$ cat src/rtl/bg_scroll_fetch_pkg.sv
// Shared constants, state encoding and flash address arithmetic for the
// background scroll engine.
package bg_scroll_fetch_pkg;

  localparam int ROW_WORDS  = 8;     // 32-bit words per tile row
  localparam int PIC_ROWS   = 32;    // tile rows per picture
  localparam int NT_AW      = 9;     // nametable word address width
  localparam int PIC_BYTES  = 1024;  // one picture in flash
  localparam int ROW_BYTES  = 32;    // one tile row in flash
  localparam int WORD_BYTES = 4;

  typedef enum logic [2:0] {
    ST_IDLE = 3'd0,
    ST_RUN  = 3'd1,
    ST_FREQ = 3'd2,
    ST_FWR  = 3'd3,
    ST_DONE = 3'd4
  } state_e;

  // Byte address of word w of row r of the picture after pic.
  // Offsets are built by concatenation: 1024 = 2^10, 32 = 2^5, 4 = 2^2.
  // The sum wraps at 24 bits.
  function automatic logic [23:0] row_word_addr(input logic [23:0] base,
                                                input logic [7:0]  pic,
                                                input logic [4:0]  row,
                                                input logic [2:0]  word);
    logic [8:0]  next_pic;
    logic [23:0] pic_off, row_off, word_off;
    next_pic = {1'b0, pic} + 9'd1;
    pic_off  = {5'd0, next_pic, 10'd0};
    row_off  = {14'd0, row, 5'd0};
    word_off = {19'd0, word, 2'd0};
    return base + pic_off + row_off + word_off;
  endfunction

endpackage

$ cat src/rtl/bg_scroll_fetch_if.sv
// Flash read port and nametable write port of the scroll engine.
interface bg_scroll_fetch_if;
  import bg_scroll_fetch_pkg::*;

  logic             flash_req;
  logic [23:0]      flash_addr;
  logic             flash_ack;
  logic [31:0]      flash_rdata;
  logic             nt_wr_en;
  logic [NT_AW-1:0] nt_wr_addr;
  logic [31:0]      nt_wr_data;

  modport master (
    output flash_req, flash_addr, nt_wr_en, nt_wr_addr, nt_wr_data,
    input  flash_ack, flash_rdata
  );

  modport slave (
    input  flash_req, flash_addr, nt_wr_en, nt_wr_addr, nt_wr_data,
    output flash_ack, flash_rdata
  );
endinterface

$ cat src/rtl/bg_scroll_fetch_row_fetcher.sv
// Copies one tile row (8 words) from flash into the nametable:
// FREQ holds the read request until ack, FWR writes the captured word.
module bg_row_fetcher
  import bg_scroll_fetch_pkg::*;
(
  input  logic        clk_i,
  input  logic        rst_ni,
  input  logic        abort_i,
  input  logic        start_i,
  input  logic [4:0]  row_i,
  input  logic [7:0]  pic_i,
  input  logic        half_i,
  input  logic [23:0] base_i,
  output logic        done_o,
  bg_scroll_fetch_if.master bus
);

  state_e           state_q;
  logic [2:0]       w_q;
  logic [4:0]       row_q;
  logic [7:0]       pic_q;
  logic             half_q;
  logic             req_q;
  logic [23:0]      addr_q;
  logic             wr_q;
  logic [NT_AW-1:0] wr_addr_q;
  logic [31:0]      data_q;

  // Last word being written; the top returns to RUN on this edge.
  assign done_o = (state_q == ST_FWR) && (w_q == 3'(ROW_WORDS - 1));

  assign bus.flash_req  = req_q;
  assign bus.flash_addr = addr_q;
  assign bus.nt_wr_en   = wr_q;
  assign bus.nt_wr_addr = wr_addr_q;
  assign bus.nt_wr_data = data_q;

  // Request/write sequencer; abort drops any outstanding request.
  always_ff @(posedge clk_i) begin
    if (!rst_ni) begin
      state_q   <= ST_IDLE;
      w_q       <= '0;
      row_q     <= '0;
      pic_q     <= '0;
      half_q    <= 1'b0;
      req_q     <= 1'b0;
      addr_q    <= '0;
      wr_q      <= 1'b0;
      wr_addr_q <= '0;
      data_q    <= '0;
    end else begin
      wr_q <= 1'b0;
      if (abort_i) begin
        state_q <= ST_IDLE;
        req_q   <= 1'b0;
      end else begin
        case (state_q)
          ST_IDLE: if (start_i) begin
            row_q   <= row_i;
            pic_q   <= pic_i;
            half_q  <= half_i;
            w_q     <= 3'd0;
            req_q   <= 1'b1;
            addr_q  <= row_word_addr(base_i, pic_i, row_i, 3'd0);
            state_q <= ST_FREQ;
          end
          ST_FREQ: if (bus.flash_ack) begin
            data_q    <= bus.flash_rdata;
            req_q     <= 1'b0;
            wr_q      <= 1'b1;
            wr_addr_q <= {half_q, row_q, w_q};
            state_q   <= ST_FWR;
          end
          ST_FWR: begin
            if (w_q == 3'(ROW_WORDS - 1)) begin
              state_q <= ST_IDLE;
            end else begin
              w_q     <= w_q + 3'd1;
              req_q   <= 1'b1;
              addr_q  <= row_word_addr(base_i, pic_q, row_q, w_q + 3'd1);
              state_q <= ST_FREQ;
            end
          end
          default: state_q <= ST_IDLE;
        endcase
      end
    end
  end

endmodule

$ cat src/rtl/bg_scroll_fetch.sv
// Vertical background scroll engine: frame divider, scroll pointer and
// picture counter, and row prefetch into the hidden nametable half.
module bg_scroll_fetch
  import bg_scroll_fetch_pkg::*;
(
  input  logic        HCLK,
  input  logic        HRESETn,
  input  logic        frame_tick,
  input  logic        scrollEn,
  input  logic        scrollPause,
  input  logic [7:0]  scrollCntMax,
  input  logic [23:0] flashAddrStart,
  input  logic [7:0]  mapBackgroundMax,
  input  logic        createPlaneIntrEn,
  output logic [7:0]  mapBackgroundCnt,
  output logic [7:0]  mapScrollPtr,
  output logic        scrollingFlag,
  output logic        create_plane_irq,
  bg_scroll_fetch_if.master bus
);

  // The top only holds IDLE/RUN/FREQ/DONE; FREQ here covers the whole row
  // fetch, whose FREQ/FWR sub-phases live in the fetcher.
  state_e      state_q;
  logic [7:0]  ptr_q, cnt_q, div_q;
  logic        pend_q, scroll_q, irq_q;

  logic        tick_ok, div_match, step_go, last_pic, fetch_go, fetch_done;
  logic [7:0]  ptr_d, cnt_d;
  logic        irq_d;

  assign tick_ok   = frame_tick && !scrollPause;
  assign div_match = tick_ok && (div_q == scrollCntMax);
  // A deferred step and a fresh match in the same RUN cycle: one steps now,
  // the other stays pending.
  assign step_go   = (state_q == ST_RUN) && (div_match || pend_q);
  assign last_pic  = (ptr_q == 8'hFF) && (cnt_q == mapBackgroundMax);
  assign ptr_d     = ptr_q + 8'd1;
  assign cnt_d     = ((ptr_q == 8'hFF) && !last_pic) ? cnt_q + 8'd1 : cnt_q;
  assign irq_d     = createPlaneIntrEn && (ptr_d[4:0] == 5'd0);
  assign fetch_go  = step_go && !last_pic && (ptr_d[2:0] == 3'd0);

  assign mapScrollPtr     = ptr_q;
  assign mapBackgroundCnt = cnt_q;
  assign scrollingFlag    = scroll_q;
  assign create_plane_irq = irq_q;

  // Fetch the row that just came into view, for the next picture, into
  // the half of the nametable not currently displayed.
  bg_row_fetcher u_fetch (
    .clk_i   (HCLK),
    .rst_ni  (HRESETn),
    .abort_i (!scrollEn),
    .start_i (fetch_go),
    .row_i   (ptr_d[7:3]),
    .pic_i   (cnt_d),
    .half_i  (~cnt_d[0]),
    .base_i  (flashAddrStart),
    .done_o  (fetch_done),
    .bus     (bus)
  );

  // Scroll FSM: divider, step, deferral of steps that land mid-fetch.
  always_ff @(posedge HCLK) begin
    if (!HRESETn) begin
      state_q  <= ST_IDLE;
      ptr_q    <= '0;
      cnt_q    <= '0;
      div_q    <= '0;
      pend_q   <= 1'b0;
      scroll_q <= 1'b0;
      irq_q    <= 1'b0;
    end else begin
      irq_q <= 1'b0;
      if (!scrollEn) begin
        state_q  <= ST_IDLE;
        ptr_q    <= '0;
        cnt_q    <= '0;
        div_q    <= '0;
        pend_q   <= 1'b0;
        scroll_q <= 1'b0;
      end else begin
        case (state_q)
          ST_IDLE: begin
            state_q  <= ST_RUN;
            scroll_q <= 1'b1;
            ptr_q    <= '0;
            cnt_q    <= '0;
            div_q    <= '0;
            pend_q   <= 1'b0;
          end
          ST_RUN: begin
            if (tick_ok) div_q <= div_match ? 8'd0 : div_q + 8'd1;
            if (step_go) begin
              ptr_q  <= ptr_d;
              cnt_q  <= cnt_d;
              irq_q  <= irq_d;
              pend_q <= pend_q && div_match;
              if (last_pic) begin
                state_q  <= ST_DONE;
                scroll_q <= 1'b0;
              end else if (fetch_go) begin
                state_q <= ST_FREQ;
              end
            end
          end
          ST_FREQ, ST_FWR: begin
            if (tick_ok) div_q <= div_match ? 8'd0 : div_q + 8'd1;
            if (div_match) pend_q <= 1'b1;
            if (fetch_done) state_q <= ST_RUN;
          end
          default: ;  // DONE: hold until scrollEn drops
        endcase
      end
    end
  end

endmodule
$ cat src/flat_wrapper.sv
// flat-port wrapper written by rule: the top's interface ports become plain ports
module bg_scroll_fetch_flat import bg_scroll_fetch_pkg::*;
  (HCLK, HRESETn, frame_tick, scrollEn, scrollPause, scrollCntMax, flashAddrStart, mapBackgroundMax, createPlaneIntrEn, mapBackgroundCnt, mapScrollPtr, scrollingFlag, create_plane_irq, bus_flash_req, bus_flash_addr, bus_nt_wr_en, bus_nt_wr_addr, bus_nt_wr_data, bus_flash_ack, bus_flash_rdata);
  bg_scroll_fetch_if bus_i ();
  input  logic HCLK;
  input  logic HRESETn;
  input  logic frame_tick;
  input  logic scrollEn;
  input  logic scrollPause;
  input  logic [7:0] scrollCntMax;
  input  logic [23:0] flashAddrStart;
  input  logic [7:0] mapBackgroundMax;
  input  logic createPlaneIntrEn;
  output logic [7:0] mapBackgroundCnt;
  output logic [7:0] mapScrollPtr;
  output logic scrollingFlag;
  output logic create_plane_irq;
  output wire logic [$bits(bus_i.flash_req)-1:0] bus_flash_req;
  output wire logic [$bits(bus_i.flash_addr)-1:0] bus_flash_addr;
  output wire logic [$bits(bus_i.nt_wr_en)-1:0] bus_nt_wr_en;
  output wire logic [$bits(bus_i.nt_wr_addr)-1:0] bus_nt_wr_addr;
  output wire logic [$bits(bus_i.nt_wr_data)-1:0] bus_nt_wr_data;
  input wire logic [$bits(bus_i.flash_ack)-1:0] bus_flash_ack;
  input wire logic [$bits(bus_i.flash_rdata)-1:0] bus_flash_rdata;
  assign bus_flash_req = bus_i.flash_req;
  assign bus_flash_addr = bus_i.flash_addr;
  assign bus_nt_wr_en = bus_i.nt_wr_en;
  assign bus_nt_wr_addr = bus_i.nt_wr_addr;
  assign bus_nt_wr_data = bus_i.nt_wr_data;
  assign bus_i.flash_ack = bus_flash_ack;
  assign bus_i.flash_rdata = bus_flash_rdata;
  bg_scroll_fetch u_core (.HCLK(HCLK), .HRESETn(HRESETn), .frame_tick(frame_tick), .scrollEn(scrollEn), .scrollPause(scrollPause), .scrollCntMax(scrollCntMax), .flashAddrStart(flashAddrStart), .mapBackgroundMax(mapBackgroundMax), .createPlaneIntrEn(createPlaneIntrEn), .mapBackgroundCnt(mapBackgroundCnt), .mapScrollPtr(mapScrollPtr), .scrollingFlag(scrollingFlag), .create_plane_irq(create_plane_irq), .bus(bus_i));
endmodule
$ cat config.mk
export PLATFORM = sky130hd
export DESIGN_NAME = bg_scroll_fetch_flat
export DESIGN_NICKNAME = d
export VERILOG_FILES = /design/src/rtl/bg_scroll_fetch_pkg.sv /design/src/rtl/bg_scroll_fetch_if.sv /design/src/rtl/bg_scroll_fetch_row_fetcher.sv /design/src/rtl/bg_scroll_fetch.sv /design/src/flat_wrapper.sv
export SDC_FILE = /design/constraint.sdc
export NUM_CORES = 1
export LEC_CHECK = 0
export ABC_AREA = 1
export BUFFER_PORTS_ARGS = -buffer_cell sky130_fd_sc_hd__buf_2
export CORE_MARGIN = 5
export CORE_UTILIZATION = 40
export DETAILED_ROUTE_END_ITERATION = 10
export GPL_ROUTABILITY_DRIVEN = 0
export PLACE_DENSITY_LB_ADDON = 0.1
export SETUP_SLACK_MARGIN = 0.02
export SLEW_MARGIN = 25
export SYNTH_ARGS = -nofsm -noshare
export SYNTH_HDL_FRONTEND = slang
export SYNTH_SLANG_ARGS = --single-unit
$ cat constraint.sdc
create_clock -name HCLK -period 3.03 [get_ports HCLK]
set_input_delay 0.303 -clock HCLK [delete_from_list [all_inputs] [get_ports HCLK]]
set_output_delay 0.303 -clock HCLK [all_outputs]
set_load 0.03 [all_outputs]
==> results of run 1 <==
-- logic make-up (layout without fill, tap and decap cells) --
kind of cell             count (synthesis)  count (layout)  share of synthesized area
flip-flops                             116             116                     0.3013
XOR/XNOR                                34              34                    0.03864
adder cells (fa/ha/maj)                 41              41                    0.06851
other                                    0               2                          0
buffers and inverters                  191             422                    0.09967
AO/OA/AOI/OAI                          170             170                     0.1180
AND/OR/NAND/NOR                        691             691                     0.3739
-- stage by stage --
step	setup TNS, ps	util	hold slack [ps]
after global placement	-155.7	0.4858	436.2
after CTS	-4.704	0.5243	84.62
after detailed placement	-791.5	0.4858	442.4
after floorplan	0	-	437.9
final	-17.40	0.5535	104.5
after global routing	-1788	0.5535	98.42
-- power by group through the flow --
stage / clock network (W) / registers, W / logic, W
floorplan: 0 / 0.00158 / 0.000235
global placement: 0 / 0.00157 / 0.000391
detailed placement: 0 / 0.00157 / 0.000393
CTS: 0.00205 / 0.00154 / 0.000403
global route: 0.00213 / 0.00154 / 0.000481
finish: 0.00200 / 0.00154 / 0.000426
-- cells in the mapped netlist (all sizes together) (8+ instances only) --
cell / count / area (um2)
nand4: 9 / 56.30
nand3b: 14 / 105.1
clkbuf: 22 / 82.58
a21oi: 80 / 400.4
o21ai: 72 / 364.1
nor2: 210 / 810.8
nand2: 358 / 1381
xnor2: 11 / 96.34
a211oi: 8 / 60.06
buf: 16 / 111.4
dfxtp: 116 / 2322
ha: 39 / 488.0
inv: 152 / 570.5
nor3: 18 / 95.09
nand3: 77 / 400.4
xor2: 23 / 201.4
-- path summary, 6_finish.rpt --
check	endpoint	slack (ps)	depth (start not counted)
setup / recovery	u_core.u_fetch.bus.flash_addr[20]	-20	23
hold / removal	u_core.u_fetch.bus.nt_wr_data[19]	100	3
setup reg to reg	u_core.u_fetch.bus.flash_addr[20]	-20	23
hold reg to reg	u_core.u_fetch.bus.flash_req	450	2
-- metal layers --
layer / part of all wire / wire length, um / vias up
met5: 0.00056 / 13 / -
met1: 0.46 / 10590 / 3648
met2: 0.46 / 10680 / 190
met4: 0.013 / 298 / 2
li1: - / - / 4374
met3: 0.066 / 1531 / 24
-- cells in the final DEF, fill, tap and decap left out, drive strengths merged, types with 3 or more instances in the layout --
cell	n
nor2	210
clkbuf	20
nand2	358
a21oi	80
o21bai	4
a211oi	8
buf	238
inv	154
xor2	23
clkinv	5
nand4	9
clkinvlp	4
nand3	77
o21ai	72
nand3b	14
xnor2	11
nor3	18
or2	3
dfxtp	116
ha	39
-- state kept, by name, indices dropped and copies added (netlist names) --
name and cells:
u_core.u_fetch.bus.nt_wr_data 32, u_core.pend_q 1, u_core.mapScrollPtr 8, u_core.u_fetch.w_q 3
u_core.u_fetch.bus.nt_wr_addr 9, u_core.state_q 3, u_core.mapBackgroundCnt 8, u_core.u_fetch.bus.flash_addr 24
u_core.u_fetch.pic_q 8, u_core.div_q 8, u_core.create_plane_irq 1, u_core.scrollingFlag 1
u_core.u_fetch.state_q 2, u_core.u_fetch.half_q 1, u_core.u_fetch.row_q 5, u_core.u_fetch.bus.flash_req 1
u_core.u_fetch.bus.nt_wr_en 1
-- layout make-up --
cell class / instances / area [um2]
fillers: 1897 / 8408
multi-input cells: 936 / 5162
well taps: 260 / 325.3
inverters: 153 / 574.3
diodes: 2 / 5.005
repair buffers: 238 / 1419
flip-flops and latches: 116 / 2350
clock buffers: 20 / 489.2
clock inverters: 11 / 97.59
-- worst reg2reg max path: cells and delay by family, from the launching register on --
family                   cells  cell delay (ps)
buffers and inverters        2              230
AND/OR/NAND/NOR             17             1550
flip-flops                   1              330
AO/OA/AOI/OAI                2              300
XOR/XNOR                     1              150
adder cells (fa/ha/maj)      1              370
-- timing repair --
action                                 CTS  global route
hold buffers                             0             0
resized for setup                       21           104
setup buffers                            2            12
pin swaps                                9            57
setup endpoints to repair                8            13
endpoints found under the hold margin    0             0
==> impl_metrics.env, run 1 <==
export IMPL_power_density_nw_per_um2=380.1
export IMPL_synth_fp_nets=1363
export IMPL_slew_viol_final=0
export IMPL_drv_cap=0
export IMPL_worstReg2RegStart="u_core.mapBackgroundCnt[7]"
export IMPL_nets=1582
export IMPL_timing_fmax_mhz=328.1
export IMPL_cp_startpoint="u_core.mapBackgroundCnt[7]"
export IMPL_grtUsageTotal=0.2094
export IMPL_power_w=0.003961
export IMPL_synth_seq_cells=116
export IMPL_fp_dieArea_um2=22140
export IMPL_rsz0062_at_grt="true"
export IMPL_cp_max_fo=5
export IMPL_finalSetupViolCount=1
export IMPL_cts_sinks=116
export IMPL_min_from="bus_flash_rdata[19]"
export IMPL_io_pins=164
export IMPL_cp_top_family="simple AND/OR/NAND/NOR gates"
export IMPL_cp_end_kind="flip-flop"
export IMPL_die_y_um=148.8
export IMPL_violations="setup timing"
export IMPL_intPower_w=0.002931
export IMPL_cpPeakStageDelay_ps=370
export IMPL_tightest_slew_ps=721.7
export IMPL_synth_cells=1243
export IMPL_worstPathRequired_ps=3340
export IMPL_ir_drop_mv=0.3745
export IMPL_comb_power_share=0.108
export IMPL_synth_flop_cell="dfxtp_1"
export IMPL_route_detailed_wl_per_inst_um=13.32
export IMPL_clockBufferDepth=2
export IMPL_syn_to_final_growth_pct=35.23
export IMPL_finalInstanceArea_um2=10420
export IMPL_synthArstFlopShare=0
export IMPL_busiest_layer="met2"
export IMPL_cp_cell_sequence="xnor2_2 -> nand2_2 -> nor2_4 -> nand2_4 -> nand2_8 -> nand2_4 -> nand2_4 -> buf_6 -> nand3_4 -> buf_6 -> nor3_2 -> nor2_1 -> ha_1 -> nand2_1 -> o21bai_4 -> a21oi_2 -> nand2_1 -> nand2_1 -> nand2_1 -> nand2_1 -> nand2_1 -> nor2_1 -> nor2_1"
export IMPL_synth_seq_area_share=0.3013
export IMPL_final_setup_worst_slack_ps=-17.40
export IMPL_port_buffers=163
export IMPL_yosys_cell_types_count=40
export IMPL_avgSynthCellArea_um2=6.201
export IMPL_cts_root_buf="clkbuf_16"
export IMPL_maxSlewHeadroom=0.5183
export IMPL_min_path_type="in2reg"
export IMPL_swShare=0.2602
export IMPL_run_status="finished, violations left"
export IMPL_numCtsBuffers=17
export IMPL_routed_wirelength_um=23120
export IMPL_start_kind="flip-flop"
export IMPL_postPlaceCellArea_um2=9149
export IMPL_placementRows=50
export IMPL_met2_usage=0.3494
export IMPL_die_x_um=148.8
export IMPL_postRouteAntennaNets=0
export IMPL_gr_usage_met3=0.06259
export IMPL_cp_num_buf_inv=2
export IMPL_viasPerCell=4.745
export IMPL_yosysWarnings=0
export IMPL_drtPass1Iterations=5
export IMPL_min_period_ps=3047
export IMPL_clk_pin_slew_ps=60
export IMPL_globalRouteOverflowTotal=0
export IMPL_use_met1=0.2648
export IMPL_vias=8238
export IMPL_crit_top_cell="nand2_1"
export IMPL_grt_max_degree=55
export IMPL_p_seq_frac=0.388
export IMPL_path_class="reg2reg"
export IMPL_synth_area_um2=7707
export IMPL_switchingPower_w=0.001031
export IMPL_leakage_nw=5.361
export IMPL_crit_slowest_cell="ha_1"
export IMPL_initial_core_util=0.4093
export IMPL_grt_antenna_before_repair=3
export IMPL_preCtsSetupSlack_ps=-146.9
export IMPL_clk_insertion_delay_late_ps=420
export IMPL_finalCritPeriodShare=1.006
export IMPL_worstPathArrival_ps=3360
export IMPL_grt_pass1_wl_um=38140
export IMPL_drc=0
export IMPL_drtIter0Drc=402
export IMPL_hpwl_um=17340
export IMPL_core_area_um2=18830
export IMPL_drive_gt1_frac=0.2700
export IMPL_p_clk_frac=0.504
export IMPL_synth_edf_count=0
export IMPL_dp_cells=1689
export IMPL_grt_pass1_vias=8040
export IMPL_cts_tree="yes"
export IMPL_stdcell_count=1736
export IMPL_clock_skew_ps=10.02
export IMPL_finalHoldViolCount=0
export IMPL_htree_levels=4
(Power assumes the default switching activity.)
==> run 2, diff against run 1 <==
Settings changed: CORE_MARGIN 5 to 1, RECOVER_POWER from default to 50.
==> impl_metrics.env, run 2 (same netlist as run 1, synthesis figures left out) <==
export IMPL_run_status="finished, violations left"
export IMPL_violations="capacitance limit, slew limit"
export IMPL_placementRows=50
export IMPL_cts_tree="yes"
export IMPL_cp_max_fo=5
export IMPL_port_buffers=163
export IMPL_cts_sinks=116
export IMPL_leakage_nw=4.969
export IMPL_swShare=0.2762
export IMPL_mostFrequentLayoutCell="nand2_1"
export IMPL_syn_to_final_growth_pct=33.20
export IMPL_nets=1583
export IMPL_drtPass1Iterations=5
export IMPL_comb_power_share=0.108
export IMPL_power_density_nw_per_um2=389.1
export IMPL_drc=0
export IMPL_core_area_um2=18770
export IMPL_fin_setup_tns_ps=0
export IMPL_min_path_type="in2reg"
export IMPL_drtIter0Drc=317
export IMPL_fp_dieArea_um2=19830
export IMPL_largest_reg_flops=32
export IMPL_rsz0062_at_grt="true"
export IMPL_clk_pin_slew_ps=70
export IMPL_drv_cap=1
export IMPL_final_cell_mix="nand2_1 (316), nor2_1 (196), inv_1 (140)"
export IMPL_p_seq_frac=0.385
export IMPL_clockBufferDepth=2
export IMPL_min_period_ps=3007
export IMPL_grt_pass1_wl_um=36350
export IMPL_nFillCells=1913
export IMPL_viasPerCell=4.857
export IMPL_drive_gt1_frac=0.2127
export IMPL_tightest_slew_ps=1558
export IMPL_routed_wirelength_um=22800
export IMPL_final_seq_area_um2=2349
export IMPL_p_clk_frac=0.507
export IMPL_maxSlewHeadroom=-0.03892
export IMPL_postRouteAntennaNets=0
export IMPL_slew_viol_final=43
export IMPL_worstPathRequired_ps=3340
export IMPL_ir_drop_mv=0.3655
export IMPL_vias=8310
export IMPL_path_class="reg2reg"
export IMPL_io_pins=164
export IMPL_finalSetupViolCount=0
export IMPL_power_w=0.003994
export IMPL_start_kind="flip-flop"
export IMPL_grt_antenna_before_repair=2
export IMPL_finalHoldViolCount=0
export IMPL_die_x_um=140.8
export IMPL_switchingPower_w=0.001103
export IMPL_clock_skew_ps=10.25
export IMPL_die_y_um=140.8
export IMPL_finalCritPeriodShare=0.9923
export IMPL_worstPathArrival_ps=3320
export IMPL_htree_levels=4
export IMPL_globalRouteOverflowTotal=0
export IMPL_grt_pass1_vias=7580
export IMPL_multi_input_area_um2=5144
export IMPL_initial_core_util=0.4107
export IMPL_numCtsBuffers=17
export IMPL_hpwl_um=16600
export IMPL_intPower_w=0.002891
export IMPL_cts_root_buf="clkbuf_16"
export IMPL_route_detailed_wl_per_inst_um=13.33
export IMPL_timing_fmax_mhz=332.6
export IMPL_grt_max_degree=71
export IMPL_grtUsageTotal=0.2298
export IMPL_cp_end_kind="flip-flop"
export IMPL_clk_insertion_delay_late_ps=420
[run 2: cell count changes in the layout (fill, tap and decap cells not counted), moves of 4 or more]
cell,delta
a21oi_2,-4
buf_2,-85
buf_4,-4
buf_6,+6
clkbuf_1,+86
inv_6,+4
nand2_1,-9
nand2_2,+7
nand3_1,+4
nand3_2,-4
nor2_1,+5
nor2_4,-4
[run 2: per-stage QoR]
| stage | setup WS, ps | utilization | hold WS (ps) | area, um2 | std cells |
|---|---|---|---|---|---|
| after floorplan | 25.30 | - | 437.9 | 7741 | 1243 |
| after global placement | -88.25 | 0.4841 | 441.5 | 9086 | 1659 |
| after detailed placement | -122.6 | 0.4841 | 442.2 | 9086 | 1659 |
| after CTS | 7.625 | 0.5227 | 79.76 | 9811 | 1696 |
| after global routing | -232.7 | 0.5469 | 84.84 | 10260 | 1710 |
| final | 23.35 | 0.5470 | 97.80 | 10270 | 1711 |
[run 2: metal layers]
layer  up-vias  GRT usage  part of all wire
li1       4378          -                 -
met1      3689     0.2903              0.46
met2       211     0.3847              0.46
met3        30    0.06522             0.059
met4         2    0.05721             0.015
met5         -          0           0.00035
[run 2: area by class of cell]
class,count,area share
sequential,116,0.2288
timing repair buffer,239,0.1280
multi-input combinational,936,0.5010
inverter,153,0.05594
clock buffer,18,0.04388
clock inverter,14,0.01365
antenna,1,0.0002438
tap,234,0.02852
[run 2: timing repair]
action | in CTS | in global routing
resized for setup | 17 | 118
pin swaps | 10 | 75
endpoints found under the setup margin | 11 | 12
setup buffers | 5 | 15
hold buffers | 0 | 0
[run 2: worst max-delay path, cell delays in order (launching register included)]
cell	delay, ps
dfxtp_2	330
xnor2_1	150
nand2_1	80
nor2_2	180
nand2_4	130
buf_6	150
nand3_4	50
nand2_4	70
ha_4	170
inv_2	70
nand3_1	90
nand2_1	90
inv_2	50
ha_4	270
nand2_4	80
inv_1	40
nand2_1	50
nand2_1	40
nand3b_1	260
xor2_1	200
nand2_1	80
nand2_1	80
nor2_1	120
nor2_1	60
[run 2: final timing paths]
check	from	endpoint	slack (ps)	depth (start not counted)
worst max register to register	u_core.mapBackgroundCnt[5]	u_core.u_fetch.bus.flash_addr[14]	20	23
worst min-delay path	bus_flash_rdata[19]	u_core.u_fetch.bus.nt_wr_data[19]	100	3
worst max-delay path	u_core.mapBackgroundCnt[5]	u_core.u_fetch.bus.flash_addr[14]	20	23
worst min register to register	u_core.u_fetch.bus.flash_req	u_core.u_fetch.bus.flash_req	450	2
[run 2: power by group through the flow]
stage | sequential, W | combinational (W) | clock [W]
finish | 0.00154 | 0.000433 | 0.00202
global route | 0.00154 | 0.000484 | 0.00214
CTS | 0.00154 | 0.000402 | 0.00207
floorplan | 0.00158 | 0.000235 | 0
global placement | 0.00157 | 0.000392 | 0
detailed placement | 0.00157 | 0.000393 | 0
